<file path="src/rtl/stepdown_fault_recovery_pkg.sv">
// stepdown_fault_pkg: shared state encoding, test-mode codes and timer-load helper
package stepdown_fault_pkg;
    typedef enum logic [2:0] {
        ST_IDLE      = 3'd0,
        ST_SOFTSTART = 3'd1,
        ST_RUN       = 3'd2,
        ST_COOLDOWN  = 3'd3,
        ST_LATCHED   = 3'd4
    } state_e;
    localparam logic [4:0] TM_FAST    = 5'h0D;
    localparam logic [4:0] TM_NORETRY = 5'h0E;
    localparam int         RETRY_W    = 4;
    // Fast mode shrinks a phase to (cyc>>4)+1 cycles; normal mode runs exactly cyc cycles.
    function automatic logic [31:0] timer_load(input logic [31:0] cyc, input logic fast);
        return fast ? cyc >> 4 : cyc - 32'd1;
    endfunction
endpackage

</file>
<file path="src/rtl/stepdown_fault_recovery_if.sv">
// stepdown_fault_recovery_if: request/fault inputs and enable/status outputs of the hiccup responder
//   master: drives enable_req, fault_short, ok_fault, tmi; observes the status outputs
//   slave : the responder itself
interface stepdown_fault_recovery_if;
    import stepdown_fault_pkg::*;
    logic               enable_req;
    logic               fault_short;
    logic               ok_fault;
    logic [4:0]         tmi;
    logic               enable_stepdown;
    logic               enable_fault;
    logic               hiccup_active;
    logic               latched_off;
    logic [RETRY_W-1:0] retry_count;
    logic [2:0]         state_obs;
    modport master (
        output enable_req, fault_short, ok_fault, tmi,
        input  enable_stepdown, enable_fault, hiccup_active, latched_off, retry_count, state_obs
    );
    modport slave (
        input  enable_req, fault_short, ok_fault, tmi,
        output enable_stepdown, enable_fault, hiccup_active, latched_off, retry_count, state_obs
    );
endinterface

</file>
<file path="src/rtl/stepdown_fault_recovery_sync2.sv">
// stepdown_sync2: two-flop synchroniser, cleared asynchronously by POR
//   CLK, POR : clock and async active-high reset
//   d_i      : asynchronous input
//   q_o      : synchronised output, 2 cycles later
module stepdown_sync2 (
    input  logic CLK,
    input  logic POR,
    input  logic d_i,
    output logic q_o
);
    logic [1:0] sync_q;
    always_ff @(posedge CLK or posedge POR) begin
        if (POR) sync_q <= 2'b00;
        else     sync_q <= {sync_q[0], d_i};
    end
    assign q_o = sync_q[1];
endmodule

</file>
<file path="src/rtl/stepdown_fault_recovery.sv">
// stepdown_fault_recovery: hiccup-mode fault responder driving stepdown and fault-detect enables
//   CLK, POR : clock and async active-high reset
//   bus      : slave side of stepdown_fault_recovery_if (request, fault flags, tmi in; enables, status out)
module stepdown_fault_recovery
    import stepdown_fault_pkg::*;
#(
    parameter int CNT_W     = 16,
    parameter int BLANK_CYC = 1000,
    parameter int COOL_CYC  = 8000,
    parameter int GOOD_CYC  = 4000,
    parameter int MAX_RETRY = 7
) (
    input logic CLK,
    input logic POR,
    stepdown_fault_recovery_if.slave bus
);
    localparam int GOOD_W = $clog2(GOOD_CYC + 1);
    logic               fs_s, ok_s, fast, req;
    state_e             state_q, state_d;
    logic [CNT_W-1:0]   timer_q, timer_d, blank_ld, cool_ld;
    logic [GOOD_W-1:0]  good_q, good_d;
    logic [RETRY_W-1:0] retry_q, retry_d, retry_inc;
    logic               es_q, ef_q, hic_q, lat_q;
    logic [2:0]         obs_q;
    stepdown_sync2 u_fs (.CLK(CLK), .POR(POR), .d_i(bus.fault_short), .q_o(fs_s));
    stepdown_sync2 u_ok (.CLK(CLK), .POR(POR), .d_i(bus.ok_fault), .q_o(ok_s));
    assign req       = bus.enable_req;
    assign fast      = bus.tmi == TM_FAST;
    assign blank_ld  = CNT_W'(timer_load(BLANK_CYC, fast));
    assign cool_ld   = CNT_W'(timer_load(COOL_CYC, fast));
    assign retry_inc = (retry_q == '1) ? retry_q : retry_q + RETRY_W'(1);
    always_comb begin
        state_d = state_q;
        timer_d = timer_q;
        good_d  = '0;
        retry_d = retry_q;
        case (state_q)
            ST_IDLE: begin
                if (req) begin
                    state_d = ST_SOFTSTART;
                    timer_d = blank_ld;
                end
            end
            ST_SOFTSTART: begin
                if (!req) state_d = ST_IDLE;
                else if (timer_q == '0) state_d = ST_RUN;
                else timer_d = timer_q - CNT_W'(1);
            end
            ST_RUN: begin
                // Fault outranks the good-streak clear when both land on the same cycle.
                if (!req) state_d = ST_IDLE;
                else if (fs_s) begin
                    state_d = ST_COOLDOWN;
                    timer_d = cool_ld;
                end else if (ok_s) begin
                    good_d = (good_q == GOOD_W'(GOOD_CYC)) ? good_q : good_q + GOOD_W'(1);
                    if (good_q >= GOOD_W'(GOOD_CYC - 1)) retry_d = '0;
                end
            end
            ST_COOLDOWN: begin
                if (!req) state_d = ST_IDLE;
                else if (timer_q == '0) begin
                    retry_d = retry_inc;
                    if (retry_inc >= RETRY_W'(MAX_RETRY) || bus.tmi == TM_NORETRY) state_d = ST_LATCHED;
                    else begin
                        state_d = ST_SOFTSTART;
                        timer_d = blank_ld;
                    end
                end else timer_d = timer_q - CNT_W'(1);
            end
            ST_LATCHED: begin
                if (!req) begin
                    state_d = ST_IDLE;
                    retry_d = '0;
                end
            end
            default: state_d = ST_IDLE;
        endcase
    end
    // Outputs are decoded from the current state and registered, so they trail transitions by one cycle.
    always_ff @(posedge CLK or posedge POR) begin
        if (POR) begin
            state_q <= ST_IDLE;
            timer_q <= '0;
            good_q  <= '0;
            retry_q <= '0;
            es_q    <= 1'b0;
            ef_q    <= 1'b0;
            hic_q   <= 1'b0;
            lat_q   <= 1'b0;
            obs_q   <= '0;
        end else begin
            state_q <= state_d;
            timer_q <= timer_d;
            good_q  <= good_d;
            retry_q <= retry_d;
            es_q    <= state_q == ST_SOFTSTART || state_q == ST_RUN;
            ef_q    <= state_q == ST_RUN;
            hic_q   <= state_q == ST_COOLDOWN;
            lat_q   <= state_q == ST_LATCHED;
            obs_q   <= state_q;
        end
    end
    assign bus.enable_stepdown = es_q;
    assign bus.enable_fault    = ef_q;
    assign bus.hiccup_active   = hic_q;
    assign bus.latched_off     = lat_q;
    assign bus.retry_count     = retry_q;
    assign bus.state_obs       = obs_q;
endmodule

</file>
<file path="src/flat_wrapper.sv">
// flat-port wrapper written by rule: the top's interface ports become plain ports
module stepdown_fault_recovery_flat import stepdown_fault_pkg::*;
#(
    parameter int CNT_W     = 16,
    parameter int BLANK_CYC = 1000,
    parameter int COOL_CYC  = 8000,
    parameter int GOOD_CYC  = 4000,
    parameter int MAX_RETRY = 7
)
  (CLK, POR, bus_enable_req, bus_fault_short, bus_ok_fault, bus_tmi, bus_enable_stepdown, bus_enable_fault, bus_hiccup_active, bus_latched_off, bus_retry_count, bus_state_obs);
  stepdown_fault_recovery_if bus_i ();
  input logic CLK;
  input logic POR;
  input wire logic [$bits(bus_i.enable_req)-1:0] bus_enable_req;
  input wire logic [$bits(bus_i.fault_short)-1:0] bus_fault_short;
  input wire logic [$bits(bus_i.ok_fault)-1:0] bus_ok_fault;
  input wire logic [$bits(bus_i.tmi)-1:0] bus_tmi;
  output wire logic [$bits(bus_i.enable_stepdown)-1:0] bus_enable_stepdown;
  output wire logic [$bits(bus_i.enable_fault)-1:0] bus_enable_fault;
  output wire logic [$bits(bus_i.hiccup_active)-1:0] bus_hiccup_active;
  output wire logic [$bits(bus_i.latched_off)-1:0] bus_latched_off;
  output wire logic [$bits(bus_i.retry_count)-1:0] bus_retry_count;
  output wire logic [$bits(bus_i.state_obs)-1:0] bus_state_obs;
  assign bus_i.enable_req = bus_enable_req;
  assign bus_i.fault_short = bus_fault_short;
  assign bus_i.ok_fault = bus_ok_fault;
  assign bus_i.tmi = bus_tmi;
  assign bus_enable_stepdown = bus_i.enable_stepdown;
  assign bus_enable_fault = bus_i.enable_fault;
  assign bus_hiccup_active = bus_i.hiccup_active;
  assign bus_latched_off = bus_i.latched_off;
  assign bus_retry_count = bus_i.retry_count;
  assign bus_state_obs = bus_i.state_obs;
  stepdown_fault_recovery #(.CNT_W(CNT_W), .BLANK_CYC(BLANK_CYC), .COOL_CYC(COOL_CYC), .GOOD_CYC(GOOD_CYC), .MAX_RETRY(MAX_RETRY)) u_core (.CLK(CLK), .POR(POR), .bus(bus_i));
endmodule
</file>
<file path="config.mk">
export PLATFORM = sky130hd
export DESIGN_NAME = stepdown_fault_recovery_flat
export DESIGN_NICKNAME = d
export VERILOG_FILES = /design/src/rtl/stepdown_fault_recovery_pkg.sv /design/src/rtl/stepdown_fault_recovery_if.sv /design/src/rtl/stepdown_fault_recovery_sync2.sv /design/src/rtl/stepdown_fault_recovery.sv /design/src/flat_wrapper.sv
export SDC_FILE = /design/constraint.sdc
export NUM_CORES = 1
export LEC_CHECK = 0
export ABC_AREA = 1
export CAP_MARGIN = 20
export CORE_MARGIN = 8
export CORE_UTILIZATION = 53
export DETAILED_ROUTE_END_ITERATION = 7
export PLACE_DENSITY = 0.82
export SYNTH_ARGS = -nofsm -noshare
export SYNTH_HDL_FRONTEND = slang
export SYNTH_SLANG_ARGS = --single-unit
</file>
<file path="constraint.sdc">
create_clock -name CLK -period 1.7 [get_ports CLK]
set_input_delay 0.51 -clock CLK [delete_from_list [all_inputs] [get_ports CLK]]
set_output_delay 0.51 -clock CLK [all_outputs]
set_load 0.01 [all_outputs]
</file>
# Word level (Yosys, flattened, before mapping)

Index checks and enable logic that the tools add are counted.

$add $sub $neg: 3
$lt $le $gt $ge: 2
Eq/ne operators: 24
Multiplexer cells: 35
Reduce and logical (&&, ||, !) cells: 9

Operators with widths:

| operator                | count |
|---|---|
| $mux W16                | 8 |
| $pmux W16 S4            | 1 |
| $mux W12                | 5 |
| $mux W4                 | 8 |
| $mux W3                 | 9 |
| $ne A2 B2 Y1 const B    | 9 |
| $logic_not A16 Y1       | 1 |
| $reduce_and A8 Y1       | 2 |
| $sub A16 B1 Y16 const B | 1 |
| $pmux W3 S5             | 1 |
| $mux W13                | 1 |
| $add A12 B1 Y12 const B | 1 |
| $eq A12 B12 Y1 const B  | 1 |
| $ge A12 B12 Y1 const B  | 1 |
| $pmux W4 S3             | 1 |
| $eq A5 B4 Y1 const B    | 2 |
| $mux W10                | 1 |
| $eq A3 B2 Y1 const B    | 2 |
| $ne A3 B2 Y1 const B    | 2 |
| $ne A3 B3 Y1 const B    | 2 |
| $ne A5 B5 Y1 const B    | 1 |
| $reduce_and A5 Y1       | 1 |
| $add A4 B1 Y4 const B   | 1 |
| $eq A4 B4 Y1 const B    | 1 |
| other kinds (8)         | 10 |

Register bits after elaboration: 46
Input port bits: 10
Output and inout port bits: 11
Logic and storage cells: 84

# Depth between registers and ports, before layout

Depth after elaboration: 8
Mapped depth: 13
Depth with buffers taken out: 12

# Cells and area by module

Synthesis repeated with hierarchy kept, for this count alone.

Cells, all modules: 403
Area total of the unflattened synthesis: 2813.9 um^2

By module, submodules not included:

| module                  | times used | cells each | area each (um^2) | sequential area each (um^2) |
|---|---|---|---|---|
| stepdown_fault_recovery | 1          | 397        | 2706.3           | 1051.0 |
| stepdown_sync2          | 2          | 3          | 53.8             | 50.0 |

# Least setup slack after synthesis

OpenSTA, ideal clock, no wires.

Path type: flip-flop to flip-flop
Start point: register u_core.retry_q[0], in the netlist u_core.bus.retry_count[0]
End point: register u_core.timer_q[2]
Library setup time: 117 ps
Arrival: 1647 ps
Data required time: 1583 ps
Path slack: -64 ps
Cell stages (with the launch flop): 13
Buffers on the path: 1
Period minus slack after synthesis: 1764 ps
Cell sequence: dfrtp_1 ha_1 nand2_1 inv_1 o21ai_0 nand3_1 nand2_1 nand2_1 nand2_2 nand2_4 buf_6 nand2_1 nand2_1

Cells in the longest elaborated chain, start to end: 6
Elaborated cells between the ends (all ways): 7
Those cells by class: add/sub: 1; order compare: 1; eq/ne: 2; mux: 1; reduce/logical: 2

RTL lines:

| what                                          | line                          | source |
|---|---|---|
| start, declared                               | stepdown_fault_recovery.sv:22 | `logic [RETRY_W-1:0] retry_q, retry_d, retry_inc;` |
| start signal, assigned                        | stepdown_fault_recovery.sv:96 | `retry_q <= retry_d;` |
| $add A4 B1 Y4 or $eq A4 B4 Y1 (tied branches) | stepdown_fault_recovery.sv:31 | `assign retry_inc = (retry_q == '1) ? retry_q : retry_q + RETRY_W'(1);` |
| $mux W4 (*)                                   | stepdown_fault_recovery.sv:31 |  |
| $ge A4 B3 Y1 (*)                              | stepdown_fault_recovery.sv:64 | `if (retry_inc >= RETRY_W'(MAX_RETRY) \|\| bus.tmi == TM_NORETRY) state_d = ST_LATCHED;` |
| $logic_or A1 B1 Y1 (*)                        | stepdown_fault_recovery.sv:64 |  |
| $ne A3 B3 Y1 (no line) (*)                    | n/a                           |  |
| $reduce_and A8 Y1 (no line) (*)               | n/a                           |  |
| end signal, assigned                          | stepdown_fault_recovery.sv:94 | `timer_q <= timer_d;` |
| end, declared                                 | stepdown_fault_recovery.sv:20 | `logic [CNT_W-1:0] timer_q, timer_d, blank_ld, cool_ld;` |

Every way passes the cells marked *; elsewhere a longest branch is shown, timed or not.
A chain may end at the register's enable or synchronous reset.

# Worst setup path in the final report

Start point: input bus_tmi[2]
End point: register u_core.timer_q[3]

Cells in the longest elaborated chain, start to end: 6
Elaborated cells between the ends (all ways): 14
Those cells by class: eq/ne: 3; mux: 9; reduce/logical: 2

RTL lines:

| what            | line                              | source |
|---|---|---|
| start, declared | flat_wrapper.sv:17                | `input wire logic [$bits(bus_i.tmi)-1:0] bus_tmi;` |
| $eq A5 B4 Y1    | stepdown_fault_recovery.sv:28     | `assign fast = bus.tmi == TM_FAST;` |
| $mux W10        | stepdown_fault_recovery_pkg.sv:15 | `return fast ? cyc >> 4 : cyc - 32'd1;` |
| $mux W16        | stepdown_fault_recovery.sv:64     |  |
| $mux W16        | stepdown_fault_recovery.sv:62     | `else if (timer_q == '0) begin` |
| $mux W16        | stepdown_fault_recovery.sv:61     | `if (!req) state_d = ST_IDLE;` |
| $pmux W16 S4    | stepdown_fault_recovery.sv:37     | `case (state_q)` |

Parallel ways exist; a longest one is shown, timed or not. The select of a mux whose other input is x is not followed.

==> metrics.log <==
[metrics] count of non-filler cells in the finished layout: 558
[metrics] GPL Wtd Cong: 0.9183
[metrics] Remaining Overflow, GRT: 0
[metrics] number of cells on the worst reg-to-reg path: 10
[metrics] Overall Global Routing Usage: 21.51%
[metrics] measured slew at the worst slew-check pin: 0.3122 ns
[metrics] Overall Power: 5.825 mW
[metrics] sequential cell fraction of total power: 26.1%
[metrics] Distinct cells, synth: 28
[metrics] clock group share of total power: 14.1%
[metrics] RSZ-0062 raised after global routing: yes
[metrics] Starting Density: 54.83%
[metrics] H-Tree Level Count: 2
[metrics] number of synthesized register bits: 46
[metrics] endpoints failing setup: 16
[metrics] data required time of the worst path: 1.94 ns
[metrics] top cell type by total area after synthesis: sky130_fd_sc_hd__dfrtp_1
[metrics] Min-Delay Endpoint: u_core.u_ok.sync_q[1]
[metrics] total core area: 0.005107 mm^2
[metrics] fraction of power consumed by combinational cells: 59.8%
[metrics] leakage power figure: 2.000 nW
[metrics] ant diodes: 0
[metrics] hold_ws: 0.3642 ns
[metrics] die extent in x: 88.69 um
[metrics] max capacitance violation total: 0
[metrics] count of fill cells added during filler insertion: 334
[metrics] hold_buf cts: 0
[metrics] async set-or-reset flop fraction in the synthesized netlist: 100.0%
[metrics] top cells by area, synth: sky130_fd_sc_hd__dfrtp_1 (41%), sky130_fd_sc_hd__nand2_1 (15%), sky130_fd_sc_hd__nand3_1 (7.7%), sky130_fd_sc_hd__nor2_1 (6.3%), sky130_fd_sc_hd__inv_1 (5.8%)
[metrics] number of buffers created by CTS: 5
[metrics] critical path launch point type: input pin
[metrics] Worst Hold Launch: u_core.u_ok.sync_q[0]
[metrics] cell-internal power: 3.253 mW
[metrics] failing checks: negative setup slack
[metrics] synthesized netlist net count: 410
[metrics] summed instance area of the synthesized netlist: 0.002800 mm^2
[metrics] sequential fraction of the synthesis area: 41.11%
[metrics] placed cell count: 537
[metrics] Most used DFF post-synth: sky130_fd_sc_hd__dfrtp_1
[metrics] type of the tightest min-delay check: flop to flop
[metrics] clock period minus worst slack: 1.788 ns
[metrics] most common cell after layout, fill and taps aside: sky130_fd_sc_hd__nand2_1
[metrics] pin count of the biggest net entering global routing: 32
[metrics] ratio of cells with drive above 1 in the final layout: 29.92%
[metrics] first-pass GRT wire length: 13.34 mm
[metrics] clock tree from TritonCTS: done
[metrics] Worst R2R Start: u_core.timer_q[4]
[metrics] power per unit of standard cell area: 1464 mW/mm^2
[metrics] first-pass detailed-route iteration total: 5
[metrics] Port Buffers: 20
[metrics] initial antenna violation count: 0
[metrics] max-slew violation count: 0
[metrics] switching portion of total power: 44.15%
[metrics] via total after detailed routing: 3137
[metrics] via count normalized by instance count: 5.622
[metrics] worst endpoint data arrival time: 2.03 ns
[metrics] Cells after Synth: 395
[metrics] standard-cell rows: 26
[metrics] relative slew slack: 78.96%
[metrics] area used by sequential logic in the layout: 0.001155 mm^2
[metrics] Global Route met3 Usage: 4.271%
[metrics] largest fanout on the critical path: 6
[metrics] clock-pin transition on the worst setup and hold timing paths: 0.09 ns
[metrics] Reg2Reg Capture Point: u_core.timer_q[11]
[metrics] number of violations reported at the end of detailed-routing iteration 0: 288
[metrics] most used cells in the layout excluding fill and tap cells: sky130_fd_sc_hd__nand2_1 (98), sky130_fd_sc_hd__buf_4 (66), sky130_fd_sc_hd__dfrtp_1 (43), sky130_fd_sc_hd__nand3_1 (39), sky130_fd_sc_hd__inv_1 (37)
[metrics] placement-stage cell area: 0.003532 mm^2
[metrics] detailed placement HPWL: 5.536 mm
[metrics] Worst Path Class, Setup: input pin to flop
[metrics] sum of negative setup slack: -0.8698 ns
[metrics] DRC viols: 0
[metrics] Area growth syn-to-layout: 42.05%
[metrics] Vert. Die Dim: 88.69 um
[metrics] GR peak layer: met2
[metrics] critical path startpoint: bus_tmi[2]
[metrics] Layout Skew: 0.008825 ns
[metrics] multi-input combinational cell area: 0.001684 mm^2
[metrics] peak ir drop on the vdd network: 0.001004 V
[metrics] fraction of synthesized cell area taken by the top area cell type: 41.11%
[metrics] via count of the first global-routing pass: 3033
[metrics] count of cells along the worst hold path: 0
[metrics] final worst path period share: 105.2%
[metrics] mean cell area of the mapped netlist: 7.089 um^2
[metrics] endpoint class of the critical path: flop
[metrics] I/O pin cnt: 21
[metrics] routed wire length: 8.595 mm
[metrics] met2 track demand over resource in global routing: 38.27%
[metrics] cell area after layout: 0.003978 mm^2
[metrics] root buffer cell: sky130_fd_sc_hd__clkbuf_8
[metrics] PnR worst setup slack: -0.08843 ns
[metrics] final number of hold-violating endpoints: 0
[metrics] status: finished, violations left
[metrics] Clock Tree Buf Depth: 2
[metrics] Post-synth EDFFs: 0
[metrics] fmax: 559.1 MHz
[metrics] die area: 0.007865 mm^2
[metrics] Psw: 2.572 mW
[metrics] Global Route met1 Usage: 24.57%
[metrics] average routed wire per standard cell: 15.40 um
[metrics] total number of nets in the final design: 502
[metrics] Worst-Skew Late Latency: 0.30 ns
[metrics] Warnings, synthesis: 0
[metrics] antenna viol nets, final: 0
[metrics] total number of clock tree sinks: 46
[metrics] flop-to-flop setup slack: -0.07 ns
==> power groups by stage <==
stage | clock network [mW] | registers [mW] | logic, mW
after CTS | 0.825 | 1.50 | 3.20
after global routing | 0.871 | 1.54 | 3.78
after detailed placement | 0 | 1.50 | 2.89
final | 0.819 | 1.52 | 3.48
after floorplan | 0 | 1.56 | 1.68
after global placement | 0 | 1.49 | 2.82
==> metal layers <==
layer / vias up / wire length, um
met5: - / 0
li1: 1462 / -
met1: 1481 / 3375
met2: 158 / 4368
met4: 0 / 272
met3: 36 / 578
==> logic make-up after synthesis <==
group | count (synthesis) | synth area share [%]
adders and majority gates | 5 | 2.234
xor gates and xnor gates | 9 | 2.815
and+or+nand+nor | 236 | 37.09
buffers and inverters | 51 | 7.194
AOI/OAI and AO/OA | 48 | 9.562
DFF | 46 | 41.11
==> registers in the layout, indices dropped and copies added (netlist names) <==
register                    count
u_core.bus.enable_fault         1
u_core.bus.enable_stepdown      1
u_core.bus.hiccup_active        1
u_core.bus.latched_off          1
u_core.bus.retry_count          4
u_core.bus.state_obs            3
u_core.good_q                  12
u_core.state_q                  3
u_core.timer_q                 16
u_core.u_fs.sync_q              2
u_core.u_ok.sync_q              2
==> critical path, stage by stage <==
cell and delay (ns):
sky130_fd_sc_hd__clkdlybuf4s50_1 0.48, sky130_fd_sc_hd__nand2_1 0.11, sky130_fd_sc_hd__nor2_2 0.19, sky130_fd_sc_hd__nand2_2 0.14, sky130_fd_sc_hd__buf_4 0.18, sky130_fd_sc_hd__nand3_1 0.11
sky130_fd_sc_hd__nand3_1 0.10, sky130_fd_sc_hd__nand4_1 0.10, sky130_fd_sc_hd__nand2_1 0.06, sky130_fd_sc_hd__nand2_1 0.05
==> cell type report <==
class / instances / area share (%)
clock buffers: 6 / 1.824
clock inverters: 2 / 0.9437
inverters: 45 / 4.310
multi-input cells: 299 / 42.34
flip-flops and latches: 46 / 29.03
well taps: 70 / 2.202
repair buffers: 90 / 19.35
==> worst max path at each step <==
stage,to,slack (ns)
final,u_core.timer_q[3],-0.09
after global routing,u_core.timer_q[11],-0.16
after detailed placement,u_core.timer_q[1],-0.51
after global placement,u_core.timer_q[1],-0.43
after CTS,u_core.timer_q[14],-0.01
after floorplan,u_core.bus.retry_count[0],0.0006
==> metrics by stage <==
stage / util, % / worst slack [ns]
finish: 77.88 / -0.08843
global route: 77.88 / -0.1607
floorplan: - / 0.0005844
CTS: 74.45 / -0.01045
detailed placement: 69.16 / -0.5055
global placement: 69.16 / -0.4292
==> what timing repair did <==
item	in CTS	in global routing
buffers inserted	6	7
gates cloned	1	0
pin swaps	6	14
gates resized for setup	34	48
endpoints found under the setup margin	40	30
==> Yosys cell counts, drive strengths merged (5+ instances only) <==
cell / count
dfrtp: 46
nor2: 52
o21ai: 27
buf: 5
nand2: 119
nand4: 9
inv: 45
nand3: 44
nor3: 6
xor2: 7
a21oi: 16
ha: 5
No activity file was read; power rests on OpenSTA's default activity.
